`src/rtl/uart_fifo_pkg.sv`:
```
// uart_fifo_pkg: shared types and helpers for the UART TX/RX buffering stage.
//   rx_err_t   : per-character receive error flags {brk, fe, pe}
//   rxfiftl_e  : RX trigger-level select encoding
//   trig_level : maps a trigger select to an occupancy threshold
package uart_fifo_pkg;

  typedef struct packed {
    logic brk;
    logic fe;
    logic pe;
  } rx_err_t;

  typedef enum logic [1:0] {
    RXTL_ONE     = 2'b00,
    RXTL_QUARTER = 2'b01,
    RXTL_HALF    = 2'b10,
    RXTL_NEAR    = 2'b11
  } rxfiftl_e;

  function automatic int unsigned trig_level(rxfiftl_e sel, int unsigned depth);
    int unsigned lvl;
    case (sel)
      RXTL_ONE:     lvl = 1;
      RXTL_QUARTER: lvl = depth / 4;
      RXTL_HALF:    lvl = depth / 2;
      default:      lvl = depth - 2;
    endcase
    return lvl;
  endfunction

endpackage

```
`src/rtl/uart_fifo_ctrl_if.sv`:
```
// uart_fifo_ctrl_if: bundle of the control, data and status signals between the
// APB register file / UART shift registers (master) and uart_fifo_ctrl (slave).
// Optional macro UART_FIFO_CTRL_TX_THRESH_EN adds txfiftl / tx_trig.
interface uart_fifo_ctrl_if #(
  parameter int DATA_W = 8,
  parameter int DEPTH  = 16,
  parameter int CNT_W  = $clog2(DEPTH) + 1
);
  logic              fifoen;
  logic              txclr;
  logic              rxclr;
  logic [1:0]        rxfiftl;
  logic              thr_wr_en;
  logic [DATA_W-1:0] pwdata;
  logic              tsr_load;
  logic              rx_push;
  logic [DATA_W-1:0] rsr_data;
  logic [2:0]        rx_err;
  logic              rbr_rd_en;
  logic              lsr_rd;
  logic              char_tick;

  logic [DATA_W-1:0] tx_data;
  logic              tx_empty;
  logic              tx_full;
  logic [CNT_W-1:0]  tx_cnt;
  logic [DATA_W+2:0] rbr;
  logic              rx_empty;
  logic              rx_full;
  logic [CNT_W-1:0]  rx_cnt;
  logic              rx_trig;
  logic              rx_overrun;
  logic              rx_fifo_err;
  logic              rx_timeout;
`ifdef UART_FIFO_CTRL_TX_THRESH_EN
  logic [1:0]        txfiftl;
  logic              tx_trig;
`endif

  modport master (
`ifdef UART_FIFO_CTRL_TX_THRESH_EN
    output txfiftl, input tx_trig,
`endif
    output fifoen, txclr, rxclr, rxfiftl, thr_wr_en, pwdata, tsr_load,
           rx_push, rsr_data, rx_err, rbr_rd_en, lsr_rd, char_tick,
    input  tx_data, tx_empty, tx_full, tx_cnt, rbr, rx_empty, rx_full,
           rx_cnt, rx_trig, rx_overrun, rx_fifo_err, rx_timeout
  );

  modport slave (
`ifdef UART_FIFO_CTRL_TX_THRESH_EN
    input txfiftl, output tx_trig,
`endif
    input  fifoen, txclr, rxclr, rxfiftl, thr_wr_en, pwdata, tsr_load,
           rx_push, rsr_data, rx_err, rbr_rd_en, lsr_rd, char_tick,
    output tx_data, tx_empty, tx_full, tx_cnt, rbr, rx_empty, rx_full,
           rx_cnt, rx_trig, rx_overrun, rx_fifo_err, rx_timeout
  );
endinterface

```
`src/rtl/uart_sync_fifo.sv`:
```
// uart_sync_fifo: synchronous FIFO with run-time capacity (DEPTH or 1).
// Ports:
//   i_clk, i_rst      clock, synchronous active-high reset
//   i_clr             flush (wins over push/pop)
//   i_push, i_wdata   write request and data
//   i_pop             pop request
//   i_cap             current capacity; full means count == capacity
//   o_rdata           head entry, 0 while empty
//   o_empty, o_full   registered flags
//   o_cnt, o_cnt_nxt  registered occupancy and its next value
//   o_push_ok/o_pop_ok  the push/pop actually taken this cycle
module uart_sync_fifo #(
  parameter int W     = 8,
  parameter int DEPTH = 16,
  parameter int CNT_W = $clog2(DEPTH) + 1
) (
  input  logic             i_clk,
  input  logic             i_rst,
  input  logic             i_clr,
  input  logic             i_push,
  input  logic [W-1:0]     i_wdata,
  input  logic             i_pop,
  input  logic [CNT_W-1:0] i_cap,
  output logic [W-1:0]     o_rdata,
  output logic             o_empty,
  output logic             o_full,
  output logic [CNT_W-1:0] o_cnt,
  output logic [CNT_W-1:0] o_cnt_nxt,
  output logic             o_push_ok,
  output logic             o_pop_ok
);
  localparam int PTR_W = $clog2(DEPTH);

  logic [W-1:0]     r_mem [DEPTH];
  logic [PTR_W-1:0] r_wr_ptr;
  logic [PTR_W-1:0] r_rd_ptr;
  logic [CNT_W-1:0] r_cnt;
  logic             r_empty;
  logic             r_full;
  logic             w_push_ok;
  logic             w_pop_ok;
  logic [CNT_W-1:0] w_cnt_nxt;

  // A push into a full FIFO is only taken when a pop frees the slot this cycle.
  assign w_pop_ok  = !i_clr && i_pop && !r_empty;
  assign w_push_ok = !i_clr && i_push && (!r_full || w_pop_ok);

  always_comb begin
    w_cnt_nxt = r_cnt;
    if (i_clr) begin
      w_cnt_nxt = '0;
    end else begin
      case ({w_push_ok, w_pop_ok})
        2'b10:   w_cnt_nxt = r_cnt + CNT_W'(1);
        2'b01:   w_cnt_nxt = r_cnt - CNT_W'(1);
        default: w_cnt_nxt = r_cnt;
      endcase
    end
  end

  always_ff @(posedge i_clk) begin
    if (i_rst) begin
      r_wr_ptr <= '0;
      r_rd_ptr <= '0;
      r_cnt    <= '0;
      r_empty  <= 1'b1;
      r_full   <= 1'b0;
    end else begin
      if (i_clr) begin
        r_wr_ptr <= '0;
        r_rd_ptr <= '0;
      end else begin
        if (w_push_ok) r_wr_ptr <= r_wr_ptr + PTR_W'(1);
        if (w_pop_ok)  r_rd_ptr <= r_rd_ptr + PTR_W'(1);
      end
      r_cnt   <= w_cnt_nxt;
      r_empty <= (w_cnt_nxt == '0);
      r_full  <= (w_cnt_nxt == i_cap);
    end
  end

  // Storage needs no reset: the head is masked to 0 while empty.
  always_ff @(posedge i_clk) begin
    if (!i_rst && w_push_ok) r_mem[r_wr_ptr] <= i_wdata;
  end

  assign o_rdata   = r_empty ? '0 : r_mem[r_rd_ptr];
  assign o_empty   = r_empty;
  assign o_full    = r_full;
  assign o_cnt     = r_cnt;
  assign o_cnt_nxt = w_cnt_nxt;
  assign o_push_ok = w_push_ok;
  assign o_pop_ok  = w_pop_ok;
endmodule

```
`src/rtl/uart_fifo_ctrl.sv`:
```
// uart_fifo_ctrl: TX/RX buffering between the APB register file and the UART
// shift registers. FIFO mode (fifoen=1) gives DEPTH entries per direction,
// otherwise a single holding register. Adds sticky RX overrun, error-in-FIFO,
// RX trigger level and RX character timeout.
// Ports:
//   i_pclk    system clock
//   i_preset  synchronous active-high reset
//   bus       uart_fifo_ctrl_if.slave (controls, data, status flags)
// Optional macro UART_FIFO_CTRL_TX_THRESH_EN: txfiftl input and registered
// tx_trig output (tx_cnt <= 0, DEPTH/4, DEPTH/2, 3*DEPTH/4).
module uart_fifo_ctrl
  import uart_fifo_pkg::*;
#(
  parameter int DATA_W   = 8,
  parameter int DEPTH    = 16,
  parameter int CNT_W    = $clog2(DEPTH) + 1,
  parameter int TO_CHARS = 4
) (
  input logic               i_pclk,
  input logic               i_preset,
  uart_fifo_ctrl_if.slave   bus
);
  localparam int TO_W = $clog2(TO_CHARS + 1);

  logic             r_fifoen_q;
  logic             w_mode_tgl;
  logic             w_txclr;
  logic             w_rxclr;
  logic [CNT_W-1:0] w_cap;
  logic             w_tx_push_ok;
  logic             w_tx_pop_ok;
  logic [CNT_W-1:0] w_tx_cnt_nxt;
  logic             w_rx_push_ok;
  logic             w_rx_pop_ok;
  logic [CNT_W-1:0] w_rx_cnt_nxt;
  rx_err_t          w_head_err;
  logic [CNT_W-1:0] w_rx_level;

  logic             r_overrun;
  logic [CNT_W-1:0] r_err_cnt;
  logic [CNT_W-1:0] w_err_cnt_nxt;
  logic [TO_W-1:0]  r_to_cnt;
  logic [TO_W-1:0]  w_to_cnt_nxt;
  logic             r_rx_timeout;
  logic             r_rx_trig;

  // A change of fifoen behaves as a simultaneous txclr and rxclr.
  assign w_mode_tgl = bus.fifoen ^ r_fifoen_q;
  assign w_txclr    = bus.txclr | w_mode_tgl;
  assign w_rxclr    = bus.rxclr | w_mode_tgl;
  assign w_cap      = bus.fifoen ? CNT_W'(DEPTH) : CNT_W'(1);

  uart_sync_fifo #(.W(DATA_W), .DEPTH(DEPTH), .CNT_W(CNT_W)) u_tx_fifo (
    .i_clk     (i_pclk),
    .i_rst     (i_preset),
    .i_clr     (w_txclr),
    .i_push    (bus.thr_wr_en),
    .i_wdata   (bus.pwdata),
    .i_pop     (bus.tsr_load),
    .i_cap     (w_cap),
    .o_rdata   (bus.tx_data),
    .o_empty   (bus.tx_empty),
    .o_full    (bus.tx_full),
    .o_cnt     (bus.tx_cnt),
    .o_cnt_nxt (w_tx_cnt_nxt),
    .o_push_ok (w_tx_push_ok),
    .o_pop_ok  (w_tx_pop_ok)
  );

  uart_sync_fifo #(.W(DATA_W + 3), .DEPTH(DEPTH), .CNT_W(CNT_W)) u_rx_fifo (
    .i_clk     (i_pclk),
    .i_rst     (i_preset),
    .i_clr     (w_rxclr),
    .i_push    (bus.rx_push),
    .i_wdata   ({bus.rx_err, bus.rsr_data}),
    .i_pop     (bus.rbr_rd_en),
    .i_cap     (w_cap),
    .o_rdata   (bus.rbr),
    .o_empty   (bus.rx_empty),
    .o_full    (bus.rx_full),
    .o_cnt     (bus.rx_cnt),
    .o_cnt_nxt (w_rx_cnt_nxt),
    .o_push_ok (w_rx_push_ok),
    .o_pop_ok  (w_rx_pop_ok)
  );

  assign w_head_err = rx_err_t'(bus.rbr[DATA_W+2:DATA_W]);
  assign w_rx_level = bus.fifoen ? CNT_W'(trig_level(rxfiftl_e'(bus.rxfiftl), DEPTH))
                                 : CNT_W'(1);

  // Counts stored entries that carry any error bit.
  always_comb begin
    w_err_cnt_nxt = r_err_cnt;
    if (w_rxclr) begin
      w_err_cnt_nxt = '0;
    end else begin
      if (w_rx_push_ok && (bus.rx_err != 3'b000)) w_err_cnt_nxt = w_err_cnt_nxt + CNT_W'(1);
      if (w_rx_pop_ok && (w_head_err != '0))      w_err_cnt_nxt = w_err_cnt_nxt - CNT_W'(1);
    end
  end

  // Idle character counter; only meaningful while FIFO mode holds data.
  always_comb begin
    w_to_cnt_nxt = r_to_cnt;
    if (w_rxclr || bus.rx_push || bus.rbr_rd_en || !bus.fifoen || bus.rx_empty) begin
      w_to_cnt_nxt = '0;
    end else if (bus.char_tick && (r_to_cnt != TO_W'(TO_CHARS))) begin
      w_to_cnt_nxt = r_to_cnt + TO_W'(1);
    end
  end

  always_ff @(posedge i_pclk) begin
    if (i_preset) begin
      r_fifoen_q   <= bus.fifoen;
      r_overrun    <= 1'b0;
      r_err_cnt    <= '0;
      r_to_cnt     <= '0;
      r_rx_timeout <= 1'b0;
      r_rx_trig    <= 1'b0;
    end else begin
      r_fifoen_q <= bus.fifoen;
      // A dropped push (not one discarded by a clear) outranks lsr_rd.
      if (bus.rx_push && !w_rxclr && !w_rx_push_ok) r_overrun <= 1'b1;
      else if (bus.lsr_rd)                          r_overrun <= 1'b0;
      r_err_cnt    <= w_err_cnt_nxt;
      r_to_cnt     <= w_to_cnt_nxt;
      r_rx_timeout <= (w_to_cnt_nxt == TO_W'(TO_CHARS));
      r_rx_trig    <= (w_rx_cnt_nxt >= w_rx_level);
    end
  end

  assign bus.rx_overrun  = r_overrun;
  assign bus.rx_fifo_err = (r_err_cnt != '0);
  assign bus.rx_timeout  = r_rx_timeout;
  assign bus.rx_trig     = r_rx_trig;

`ifdef UART_FIFO_CTRL_TX_THRESH_EN
  logic [CNT_W-1:0] w_tx_level;
  logic             r_tx_trig;

  always_comb begin
    case (bus.txfiftl)
      2'b00:   w_tx_level = '0;
      2'b01:   w_tx_level = CNT_W'(DEPTH / 4);
      2'b10:   w_tx_level = CNT_W'(DEPTH / 2);
      default: w_tx_level = CNT_W'((3 * DEPTH) / 4);
    endcase
  end

  always_ff @(posedge i_pclk) begin
    if (i_preset) r_tx_trig <= 1'b0;
    else          r_tx_trig <= (w_tx_cnt_nxt <= w_tx_level);
  end

  assign bus.tx_trig = r_tx_trig;
`else
  logic w_unused;
  assign w_unused = ^{w_tx_cnt_nxt, w_tx_push_ok, w_tx_pop_ok};
`endif
endmodule

```
`src/flat_wrapper.sv`:
```
// flat-port wrapper written by rule: the top's interface ports become plain ports
module uart_fifo_ctrl_flat import uart_fifo_pkg::*;
#(
  parameter int DATA_W   = 8,
  parameter int DEPTH    = 16,
  parameter int CNT_W    = $clog2(DEPTH) + 1,
  parameter int TO_CHARS = 4
)
  (i_pclk, i_preset, bus_fifoen, bus_txclr, bus_rxclr, bus_rxfiftl, bus_thr_wr_en, bus_pwdata, bus_tsr_load, bus_rx_push, bus_rsr_data, bus_rx_err, bus_rbr_rd_en, bus_lsr_rd, bus_char_tick, bus_tx_data, bus_tx_empty, bus_tx_full, bus_tx_cnt, bus_rbr, bus_rx_empty, bus_rx_full, bus_rx_cnt, bus_rx_trig, bus_rx_overrun, bus_rx_fifo_err, bus_rx_timeout);
  uart_fifo_ctrl_if #(.DATA_W(DATA_W), .DEPTH(DEPTH), .CNT_W(CNT_W)) bus_i ();
  input logic i_pclk;
  input logic i_preset;
  input wire logic [$bits(bus_i.fifoen)-1:0] bus_fifoen;
  input wire logic [$bits(bus_i.txclr)-1:0] bus_txclr;
  input wire logic [$bits(bus_i.rxclr)-1:0] bus_rxclr;
  input wire logic [$bits(bus_i.rxfiftl)-1:0] bus_rxfiftl;
  input wire logic [$bits(bus_i.thr_wr_en)-1:0] bus_thr_wr_en;
  input wire logic [$bits(bus_i.pwdata)-1:0] bus_pwdata;
  input wire logic [$bits(bus_i.tsr_load)-1:0] bus_tsr_load;
  input wire logic [$bits(bus_i.rx_push)-1:0] bus_rx_push;
  input wire logic [$bits(bus_i.rsr_data)-1:0] bus_rsr_data;
  input wire logic [$bits(bus_i.rx_err)-1:0] bus_rx_err;
  input wire logic [$bits(bus_i.rbr_rd_en)-1:0] bus_rbr_rd_en;
  input wire logic [$bits(bus_i.lsr_rd)-1:0] bus_lsr_rd;
  input wire logic [$bits(bus_i.char_tick)-1:0] bus_char_tick;
  output wire logic [$bits(bus_i.tx_data)-1:0] bus_tx_data;
  output wire logic [$bits(bus_i.tx_empty)-1:0] bus_tx_empty;
  output wire logic [$bits(bus_i.tx_full)-1:0] bus_tx_full;
  output wire logic [$bits(bus_i.tx_cnt)-1:0] bus_tx_cnt;
  output wire logic [$bits(bus_i.rbr)-1:0] bus_rbr;
  output wire logic [$bits(bus_i.rx_empty)-1:0] bus_rx_empty;
  output wire logic [$bits(bus_i.rx_full)-1:0] bus_rx_full;
  output wire logic [$bits(bus_i.rx_cnt)-1:0] bus_rx_cnt;
  output wire logic [$bits(bus_i.rx_trig)-1:0] bus_rx_trig;
  output wire logic [$bits(bus_i.rx_overrun)-1:0] bus_rx_overrun;
  output wire logic [$bits(bus_i.rx_fifo_err)-1:0] bus_rx_fifo_err;
  output wire logic [$bits(bus_i.rx_timeout)-1:0] bus_rx_timeout;
  assign bus_i.fifoen = bus_fifoen;
  assign bus_i.txclr = bus_txclr;
  assign bus_i.rxclr = bus_rxclr;
  assign bus_i.rxfiftl = bus_rxfiftl;
  assign bus_i.thr_wr_en = bus_thr_wr_en;
  assign bus_i.pwdata = bus_pwdata;
  assign bus_i.tsr_load = bus_tsr_load;
  assign bus_i.rx_push = bus_rx_push;
  assign bus_i.rsr_data = bus_rsr_data;
  assign bus_i.rx_err = bus_rx_err;
  assign bus_i.rbr_rd_en = bus_rbr_rd_en;
  assign bus_i.lsr_rd = bus_lsr_rd;
  assign bus_i.char_tick = bus_char_tick;
  assign bus_tx_data = bus_i.tx_data;
  assign bus_tx_empty = bus_i.tx_empty;
  assign bus_tx_full = bus_i.tx_full;
  assign bus_tx_cnt = bus_i.tx_cnt;
  assign bus_rbr = bus_i.rbr;
  assign bus_rx_empty = bus_i.rx_empty;
  assign bus_rx_full = bus_i.rx_full;
  assign bus_rx_cnt = bus_i.rx_cnt;
  assign bus_rx_trig = bus_i.rx_trig;
  assign bus_rx_overrun = bus_i.rx_overrun;
  assign bus_rx_fifo_err = bus_i.rx_fifo_err;
  assign bus_rx_timeout = bus_i.rx_timeout;
  uart_fifo_ctrl #(.DATA_W(DATA_W), .DEPTH(DEPTH), .CNT_W(CNT_W), .TO_CHARS(TO_CHARS)) u_core (.i_pclk(i_pclk), .i_preset(i_preset), .bus(bus_i));
endmodule
```
`config.mk`:
```
export PLATFORM = sky130hd
export DESIGN_NAME = uart_fifo_ctrl_flat
export DESIGN_NICKNAME = d
export VERILOG_FILES = /design/src/rtl/uart_fifo_pkg.sv /design/src/rtl/uart_fifo_ctrl_if.sv /design/src/rtl/uart_sync_fifo.sv /design/src/rtl/uart_fifo_ctrl.sv /design/src/flat_wrapper.sv
export SDC_FILE = /design/constraint.sdc
export NUM_CORES = 1
export LEC_CHECK = 0
export CAP_MARGIN = 20
export CORE_MARGIN = 2
export CORE_UTILIZATION = 45
export CTS_CLUSTER_SIZE = 8
export DETAILED_ROUTE_END_ITERATION = 10
export PLACE_DENSITY = 0.58
export SYNTH_ARGS = -nofsm -noshare
export SYNTH_HDL_FRONTEND = slang
export SYNTH_SLANG_ARGS = --single-unit
```
`constraint.sdc`:
```
create_clock -name i_pclk -period 4.3 [get_ports i_pclk]
set_clock_uncertainty 0.1 [all_clocks]
set_input_delay 0.43 -clock i_pclk [delete_from_list [all_inputs] [get_ports i_pclk]]
set_output_delay 0.43 -clock i_pclk [all_outputs]
set_load 0.05 [all_outputs]
```
Yosys cells after proc, flatten, opt, wreduce, memory -nomap -nowiden. Memory sizes are Yosys's and may differ from the RTL's. A register that Yosys moved wholly into a read port is not among the register bits. Index checks and enable logic that the tools add are counted. W data, S select, Z words.

Flip-flop bits (word level): 42. Bits in latches: 0. RAM bits: 304. Memory bits (read-only): 0. Input bits: 32. Output and inout bits: 37. Logic and storage cells: 105. Memories kept: 2.

Add/sub/neg operators: 11. Multipliers: 0. Div/mod/pow operators: 0. $lt $le $gt $ge: 1. Eq/ne operators: 10. Shift operators: 0. Mux-type cells: 24. Bitwise logic cells: 3. Reduce and logical (&&, ||, !) cells: 38.

Memories: u_core.u_rx_fifo.r_mem (depth 16, width 11, rd ports 1, clocked after Yosys merged registers in 1, write ports 1, RTL line uart_sync_fifo.sv:34) `logic [W-1:0] r_mem [DEPTH];`; u_core.u_tx_fifo.r_mem (depth 16, width 8, rd ports 1, clocked after Yosys merged registers in 1, write ports 1, RTL line uart_sync_fifo.sv:34).

Operator list (number): $mux W5 (6); $mux W4 (5); $pmux W5 S2 (2); $add A4 B1 Y4 const B (4); $add A5 B1 Y5 const B (3); $sub A5 B1 Y5 const B (3); $logic_and A1 B1 Y1 (14); $pmux W4 S3 (1); $mux W11 (1); $eq A5 B5 Y1 (2); $logic_not A5 Y1 (2); $logic_not A1 Y1 (9); $mux W8 (1); $eq A2 B1 Y1 const B (3); $eq A2 B2 Y1 const B (3); $logic_or A1 B1 Y1 (6); $mux W1 (6); $mux W3 (2); $reduce_bool A3 Y1 (2); $ge A5 B5 Y1 (1); $reduce_bool A5 Y1 (1); $reduce_or A2 Y1 (2); $add A3 B1 Y3 const B (1); $eq A3 B3 Y1 const B (1); 5 further kinds (6).

Depth between registers and ports, before layout. Gate-level depths: netlist (run 1).

Depth in word-level cells: 12. Mapped depth: 18. Depth with buffers taken out: 15.

Hierarchy. Synthesis (run 1) repeated with hierarchy kept, for this count alone.

Cells, all modules: 800. Area total of the unflattened synthesis: 14458.9 um^2.

By module, submodules not included: uart_sync_fifo at u_core.u_rx_fifo (instances 1, cells an instance 389, area an instance 7751.2 um^2); uart_sync_fifo at u_core.u_tx_fifo (instances 1, cells an instance 322, area an instance 5918.2 um^2); uart_fifo_ctrl (instances 1, cells an instance 89, area an instance 789.5 um^2).

Worst setup path after synthesis (run 1). Ideal clock, no wire load.

Path kind: input to register. From: input port bus_fifoen. To: register u_core.u_tx_fifo.r_full, in the netlist u_core.u_tx_fifo.o_full. Setup time: 0.086 ns. Arrival time: 3.622 ns. Required time: 4.114 ns. Setup slack: 0.492 ns. Stages: 14. Cell sequence: buf_6 > xor2_2 > buf_2 > nor3b_4 > o21ai_2 > or3_1 > ha_1 > ha_1 > nor2b_1 > o21a_1 > or3_1 > and4_1 > or4_1 > a211oi_1.

Word-level cells in the longest chain between the ends: 11. Elaborated cells between the ends (all ways): 14. Classes of those cells: eq/ne (3); mux (3); bitwise (2); reduce/logical (6).

RTL lines: start, declared (RTL line flat_wrapper.sv:13) `input wire logic [$bits(bus_i.fifoen)-1:0] bus_fifoen;`; $xor A1 B1 Y1 * (RTL line uart_fifo_ctrl.sv:48) `assign w_mode_tgl = bus.fifoen ^ r_fifoen_q;`; $or A1 B1 Y1 * (RTL line uart_fifo_ctrl.sv:49) `assign w_txclr = bus.txclr | w_mode_tgl;`; $logic_not A1 Y1 * (RTL line uart_sync_fifo.sv:45) `assign w_pop_ok = !i_clr && i_pop && !r_empty;`; $logic_and A1 B1 Y1 * (2 in series) (RTL line uart_sync_fifo.sv:45); net u_core.u_tx_fifo.o_pop_ok (RTL line uart_sync_fifo.sv:30) `output logic o_pop_ok`; $logic_or A1 B1 Y1 (RTL line uart_sync_fifo.sv:46) `assign w_push_ok = !i_clr && i_push && (!r_full || w_pop_ok);`; $logic_and A1 B1 Y1 (RTL line uart_sync_fifo.sv:46); $eq A2 B1 Y1 / $eq A2 B2 Y1 (equally long branches) (RTL line uart_sync_fifo.sv:53) `case ({w_push_ok, w_pop_ok})`; $pmux W5 S2 * (RTL line uart_sync_fifo.sv:53); $mux W5 * (RTL line uart_sync_fifo.sv:50) `if (i_clr) begin`; $eq A5 B5 Y1 * (RTL line uart_sync_fifo.sv:78) `r_full <= (w_cnt_nxt == i_cap);`; end signal, assigned (RTL line uart_sync_fifo.sv:78); end, declared (RTL line uart_sync_fifo.sv:39) `logic r_full;`.

The timed path passes the listed nets; every way through them passes the cells marked *. A chain may end at the register's enable or synchronous reset.

==> key figures, run 1 <==
Synthesis
  • FF+latch count, synth: 354
  • Count of different cell masters after synthesis: 59
  • Ys flop type: edfxtp_1
  • EDFF count, synth: 304
  • Mapped Avg Cell Area: 17.34 sq um
  • Cell accounting for the most synthesized area: edfxtp_1
  • Sequential area share after synthesis: 0.6964
  • Syn Nets: 898
  • Cell Area, Synth: 0.01455 sq mm
  • Synth Warn #: 0
  • FFs w/ async S/R, synth: 0
  • Area share of the largest cell type after synthesis: 0.6276
  • Top cells by area, synth: edfxtp_1, mux4_2, dfxtp_1
  • Post-Synthesis Cells: 839

Floorplan
  • Initial Utilization: 0.4586
  • Core ar.: 0.03172 sq mm
  • Chip height: 183.8 um
  • I/O pin count: 69
  • FP Rows: 65
  • Die Footprint: 0.03378 sq mm
  • Die span in x: 183.8 um

STA
  • Tmin final: 3.985 ns
  • Slew @ Worst Pin: 0.8360 ns
  • Fmax: 251.0 MHz
  • Fin crit share: 0.9267
  • Setup TNS: 0 ns
  • Slew HR: 0.4406
  • Worst hold slack: 0.3963 ns
  • Final setup vio count: 0
  • RSZ-0062 raised after global routing: no
  • Fin. max-slew vios: 0
  • Final hold vios: 0

CTS
  • H-tree level count: 2
  • CTS max path bufs: 3
  • Clock sinks: 354
  • Post-CTS setup buffer count: 0
  • Cts hold-fix bufs: 0
  • Clock root buffer: clkbuf_16
  • CTS buffer count: 50
  • CTS tree: done
  • Post-cts resize count: 0
  • Worst-Skew Late Latency: 0.53 ns
  • Worst-path clk slew: 0.05 ns

Critical path
  • CP Capture Type: output pin
  • Reg-to-reg startpoint: u_core.u_tx_fifo.o_empty$_SDFF_PP1_
  • CP Data Arrival Time: 3.45 ns
  • CP max FO: 13
  • Crit path top cell by count: mux4_2
  • Worst R2R End: u_core.u_tx_fifo.o_full$_SDFF_PP0_
  • CP max stage cell: clkdlybuf4s50_1
  • Cells on worst reg2reg path: 12
  • Family with the most delay on the worst path: buffers and inverters
  • Slowest stage delay, CP: 0.74 ns
  • Flop-to-flop setup slack: 0.57 ns
  • Worst Setup Start Kind: register
  • Crit path cell chain: buf_4, mux4_2, mux4_2, nor2b_1, clkdlybuf4s50_1
  • Critical path class: register to output pin
  • Buf/Inv on CP: 2
  • WP data required: 3.77 ns

Global routing
  • Grt total ovfl: 0
  • Largest net degree at the start of global routing: 57
  • Initial antenna violation count: 0
  • First-pass GRT wire length: 46.58 mm
  • Vias in the first global route: 8136
  • GRT Util Overall: 0.1833

Power
  • Worst vdd ir: 329.9 uV
  • Cell Pwr Density: 427.9 mW/mm^2
  • Pleak: 5.489 nW
  • Pwr Total: 7.357 mW

Drt
  • Routed WL: 29.91 mm
  • Drt wl/cell: 21.70 um
  • DRT Pass-1 Iters: 5
  • DR vias: 7675
  • DRT iter0 DRCs: 571
  • # DRC: 0
  • Antenna-violating nets left: 0
  • Via-to-Cell Ratio: 5.570

Worst hold path
  • Hold EP: u_core.bus.rx_overrun$_SDFFE_PP0P_
  • Hold/Removal Path Class: register to register
  • Hold Startpoint: u_core.bus.rx_overrun$_SDFFE_PP0P_
  • Worst hold stages: 2

Placement
  • Port Buf Inserts: 68
  • Gp weighted congestion: 0.8419
  • Post-DP HPWL: 18.97 mm

Run
  • Max_cap viols: 0

Cells and area
  • Nets: 1016
  • Antenna cells: 0
  • Most common cell after layout, fill and taps aside: edfxtp_1
  • Area growth syn-to-layout: 18.19%
  • Share of cells above drive strength 1: 0.1957
  • Fillers: 2506
  • Footprint of the multi-input gates: 0.004130 sq mm
  • Commonest cells after routing, fill and taps aside: edfxtp_1, mux4_2, clkdlybuf4s50_1, nor2_1, clkbuf_16
  • Reg area: 0.01014 sq mm

Run status
  • Status: finished, final reports clean
[sequential cells by signal, indices dropped and copies added, names as in the netlist, named ones only]
| signal | flops |
|---|---|
| u_core.u_tx_fifo.o_full | 1 |
| u_core.bus.rx_timeout | 1 |
| u_core.bus.rx_overrun | 1 |
| u_core.r_to_cnt | 3 |
| u_core.u_rx_fifo.r_rd_ptr | 4 |
| u_core.u_rx_fifo.o_empty | 1 |
| u_core.u_tx_fifo.r_rd_ptr | 4 |
| u_core.r_fifoen_q | 1 |
| u_core.u_tx_fifo.o_empty | 1 |
| u_core.u_rx_fifo.r_mem | 176 |
| u_core.u_tx_fifo.r_mem | 128 |
| u_core.bus.rx_trig | 1 |
| u_core.u_rx_fifo.o_cnt | 5 |
| u_core.u_rx_fifo.o_full | 1 |
| u_core.u_tx_fifo.r_wr_ptr | 4 |
| u_core.r_err_cnt | 5 |
| u_core.u_tx_fifo.o_cnt | 5 |
| u_core.u_rx_fifo.r_wr_ptr | 4 |
[cells by family after synthesis]
family                     after synthesis  synth area share
AOI/OAI and AO/OA                       61           0.03011
xor gates and xnor gates                26           0.01617
adders and majority gates               27           0.02374
buffers and inverters                   63           0.01961
DFF                                    354            0.6964
muxes                                  110            0.1465
and+or+nand+nor                        198           0.06744
[how the worst max path moves through the flow]
stage | startpoint | endpoint | slack (ns) | cells after the start
2_1_floorplan | bus_fifoen | u_core.u_tx_fifo.o_full$_SDFF_PP0_ | 0.49 | 14
3_3_place_gp | bus_fifoen | u_core.bus.rx_trig$_SDFF_PP0_ | 0.24 | 16
3_5_place_dp | bus_fifoen | u_core.u_tx_fifo.o_full$_SDFF_PP0_ | 0.12 | 13
4_1_cts | register | bus_tx_data[2] | 0.23 | 5
5_1_grt | register | bus_tx_data[0] | 0.14 | 5
6_report | register | bus_tx_data[2] | 0.32 | 5
[worst min-delay path: cells and delay by family (launching register included)]
kind,cells,cell delay [ns]
compound gates,1,0.06
flops,1,0.31
simple gates,1,0.07
[cell type report]
type	instances	share of cell area
tap	402	0.02926
clock inverter	2	0.001019
multi-input combinational	422	0.2402
timing repair buffer	105	0.05648
inverter	24	0.005240
sequential	354	0.5896
clock buffer	69	0.07817
[cell usage after synthesis, drive strengths merged, types with 13 or more instances]
cell    instances
a21oi          15
buf            21
clkbuf         18
dfxtp          50
edfxtp        304
ha             26
inv            24
mux2i          25
mux4           82
nand2          41
nor2           69
nor2b          28
xnor2          13
xor2           13
[through the flow]
step / util / area (sq um) / std cells / setup slack, ns
2_1_floorplan: - / 14550 / 839 / 0.4924
3_3_place_gp: 0.4991 / 15830 / 1307 / 0.2420
3_5_place_dp: 0.4991 / 15830 / 1307 / 0.1158
4_1_cts: 0.5420 / 17190 / 1378 / 0.2322
5_1_grt: 0.5420 / 17190 / 1378 / 0.1406
6_report: 0.5420 / 17190 / 1378 / 0.3152
[metal layers]
layer  vias up  routed length (um)  GRT usage
li1       3495                   -          -
met1      3931               12670     0.2400
met2       196               15150     0.3165
met3        53                1439    0.03011
met4         0                 648    0.05408
met5         -                   0          0
[where the power goes]
group          total [mW]  internal, mW  switching (mW)
sequential           3.74          3.74         0.00454
clock                3.44          2.13            1.31
combinational       0.177        0.0674           0.110
total                7.36          5.93            1.42
Power figures use the tool's default switching activity.
==> run 2: changes to the inputs <==
Settings changed: CORE_ASPECT_RATIO set to 1.4, CTS_CLUSTER_DIAMETER set to 40.
==> run 2 against run 1 <==
  * Wire length rose by 4.7%
  * Clock power rose by 8.7%
  * Design area rose by 1.7%
  * Fmax rose by 4.0%
  * Clock-buffer cell count rose by 24
  * Die area barely moved
  * Sequential power barely moved
  * Hold slack got worse by 0.017 ns
  * Cell count rose by 2.2%
  * Sequential cell count did not move
  * Critical path depth did not move
  * Combinational power rose by 6%
  * Critical endpoint is now bus_rbr[7]
  * Largest cell class unchanged
==> key figures, run 2 (same netlist as run 1, synthesis figures left out) <==
Run status
  • Status: finished, final reports clean (unchanged)

Placement
  • Place WS: 0.06457 ns (was 0.1158 ns)
  • Post-DP HPWL: 20.84 mm (was 18.97 mm)
  • Port Buf Inserts: 68 (unchanged)
  • Gp weighted congestion: 0.8276 (was 0.8419)
  • Placed insts: 1312 (was 1307)
  • Post-DP Area: 0.01595 sq mm (was 0.01583 sq mm)

Power
  • Cell Pwr Density: 438.7 mW/mm^2 (was 427.9 mW/mm^2)
  • Pwr Total: 7.669 mW (was 7.357 mW)
  • Pleak: 5.631 nW (was 5.489 nW)
  • Logic pwr share: 0.024 (about the same)
  • Power Internal: 6.171 mW (was 5.933 mW)
  • Clock Power Share: 0.488 (was 0.467)
  • Worst vdd ir: 347.9 uV (was 329.9 uV)
  • Sw Pwr: 1.498 mW (was 1.424 mW)
  • Switching share of total power: 0.1953 (was 0.1936)
  • Sequential power share: 0.488 (was 0.509)

Cells and area
  • Nets: 1030 (was 1016)
  • Non-Filler Instances: 1408 (was 1378)
  • Area growth syn-to-layout: 20.19% (was 18.19%)
  • Antenna cells: 0 (unchanged)
  • Commonest cells after routing, fill and taps aside: edfxtp_1, mux4_2, clkdlybuf4s50_1, nor2_1, clkbuf_16 (unchanged)
  • Final Util: 0.5515 (was 0.5420)
  • Largest reg by FF count: u_core.u_rx_fifo.r_mem (unchanged)
  • Post-route design area: 0.01748 sq mm (was 0.01719 sq mm)
  • Biggest regs: u_core.u_rx_fifo.r_mem x176, u_core.u_tx_fifo.r_mem x128 (unchanged)
  • Share of cells above drive strength 1: 0.2043 (was 0.1957)
  • Most common cell after layout, fill and taps aside: edfxtp_1 (unchanged)
  • Flip-flop count of the largest register after layout: 176 (unchanged)

Drt
  • Via-to-Cell Ratio: 5.504 (was 5.570)
  • Routed WL: 31.30 mm (was 29.91 mm)
  • Drt wl/cell: 22.23 um (was 21.70 um)
  • # DRC: 0 (unchanged)
  • DRT iter0 DRCs: 552 (was 571)
  • DRT Pass-1 Iters: 5 (unchanged)
  • DR vias: 7750 (was 7675)
  • Antenna-violating nets left: 0 (unchanged)

CTS
  • Cts hold-fix bufs: 0 (unchanged)
  • CTS max path bufs: 3 (unchanged)
  • Post-CTS setup buffer count: 0 (unchanged)
  • H-tree level count: 2 (unchanged)
  • Post-cts resize count: 0 (unchanged)
  • CTS tree: done (unchanged)
  • Worst-path clk slew: 0.05 ns (about the same)
  • Clock root buffer: clkbuf_16 (unchanged)
  • CTS buffer count: 52 (was 50)
  • Worst-Skew Late Latency: 0.55 ns (was 0.53 ns)
  • Clock sinks: 354 (unchanged)

Floorplan
  • Die span in x: 155.9 um (was 183.8 um)
  • Die Footprint: 0.03380 sq mm (was 0.03378 sq mm)
  • FP Rows: 77 (was 65)
  • Initial Utilization: 0.4589 (was 0.4586)
  • I/O pin count: 69 (unchanged)
  • Core ar.: 0.03170 sq mm (was 0.03172 sq mm)
  • Chip height: 216.7 um (was 183.8 um)

Global routing
  • Largest net degree at the start of global routing: 47 (was 57)
  • GRT Util Overall: 0.1895 (was 0.1833)
  • Vias in the first global route: 8471 (was 8136)
  • Grt total ovfl: 0 (unchanged)
  • Initial antenna violation count: 0 (unchanged)
  • First-pass GRT wire length: 48.19 mm (was 46.58 mm)

Critical path
  • Worst Setup Start Kind: register (unchanged)
  • CP Capture Type: output pin (unchanged)
  • CP max FO: 46 (was 13)
  • WP data required: 3.77 ns (about the same)
  • CP Data Arrival Time: 3.30 ns (was 3.45 ns)
  • Critical path class: register to output pin (unchanged)

STA
  • Slew @ Worst Pin: 0.8042 ns (was 0.8360 ns)
  • Fin. max-slew vios: 0 (unchanged)
  • Final setup vio count: 0 (unchanged)
  • Worst hold slack: 0.3797 ns (was 0.3963 ns)
  • Slew HR: 0.4619 (was 0.4406)
  • Setup TNS: 0 ns (unchanged)
  • Fmax: 261.0 MHz (was 251.0 MHz)
  • RSZ-0062 raised after global routing: no (unchanged)
  • Tmin final: 3.832 ns (was 3.985 ns)
  • Fin crit share: 0.8912 (was 0.9267)
  • PnR worst setup slack: 0.4679 ns (was 0.3152 ns)
  • Final hold vios: 0 (unchanged)

Run
  • Max_cap viols: 0 (unchanged)

Worst hold path
  • Hold/Removal Path Class: register to register (unchanged)
[run 2: cell types whose count changed in the layout (fill, tap and decap cells not counted), sizes merged]
cell      delta
buf         +12
inv          -1
bufinv       +1
clkinvlp     +1
clkbuf      +24
[run 2: worst max-delay path: stages, from the launching register on]
cell and delay [ns]:
dfxtp_4 0.50, buf_12 0.32, mux4_2 0.57, mux4_2 0.46, nor2b_1 0.14, clkdlybuf4s50_1 0.70
[run 2: worst paths after layout]
path                            cells after the start                                 end  slack [ns]                           startpoint
worst max-delay path                                5                          bus_rbr[7]        0.47                             register
worst min-delay path                                2  u_core.bus.rx_overrun$_SDFFE_PP0P_        0.38   u_core.bus.rx_overrun$_SDFFE_PP0P_
worst max register to register                     12  u_core.u_tx_fifo.o_full$_SDFF_PP0_        0.61  u_core.u_tx_fifo.o_empty$_SDFF_PP1_
worst min register to register                      2  u_core.bus.rx_overrun$_SDFFE_PP0P_        0.38   u_core.bus.rx_overrun$_SDFFE_PP0P_
[run 2: final cells by class]
cell class                 count  area [sq um]
clock inverter                 3         46.29
inverter                      24         90.09
timing repair buffer         117          1099
multi-input combinational    422          4130
fill                        2479         14210
tap                          395         494.2
clock buffer                  93          1486
sequential                   354         10140
[run 2: power groups by stage]
| stage | logic, mW | clock network, mW | registers (mW) |
|---|---|---|---|
| finish | 0.187 | 3.74 | 3.74 |
| floorplan | 0.0741 | 0 | 3.81 |
| global route | 0.204 | 3.96 | 3.74 |
| detailed placement | 0.190 | 0 | 3.81 |
| global placement | 0.181 | 0 | 3.81 |
| CTS | 0.190 | 3.82 | 3.74 |
[run 2: routing by layer]
| layer | vias to the layer above | GRT usage | routed length (um) |
|---|---|---|---|
| li1 | 3535 | - | - |
| met1 | 3965 | 0.2101 | 11590 |
| met2 | 191 | 0.3588 | 17440 |
| met3 | 59 | 0.03399 | 1281 |
| met4 | 0 | 0.06942 | 981 |
| met5 | - | 0 | 0 |
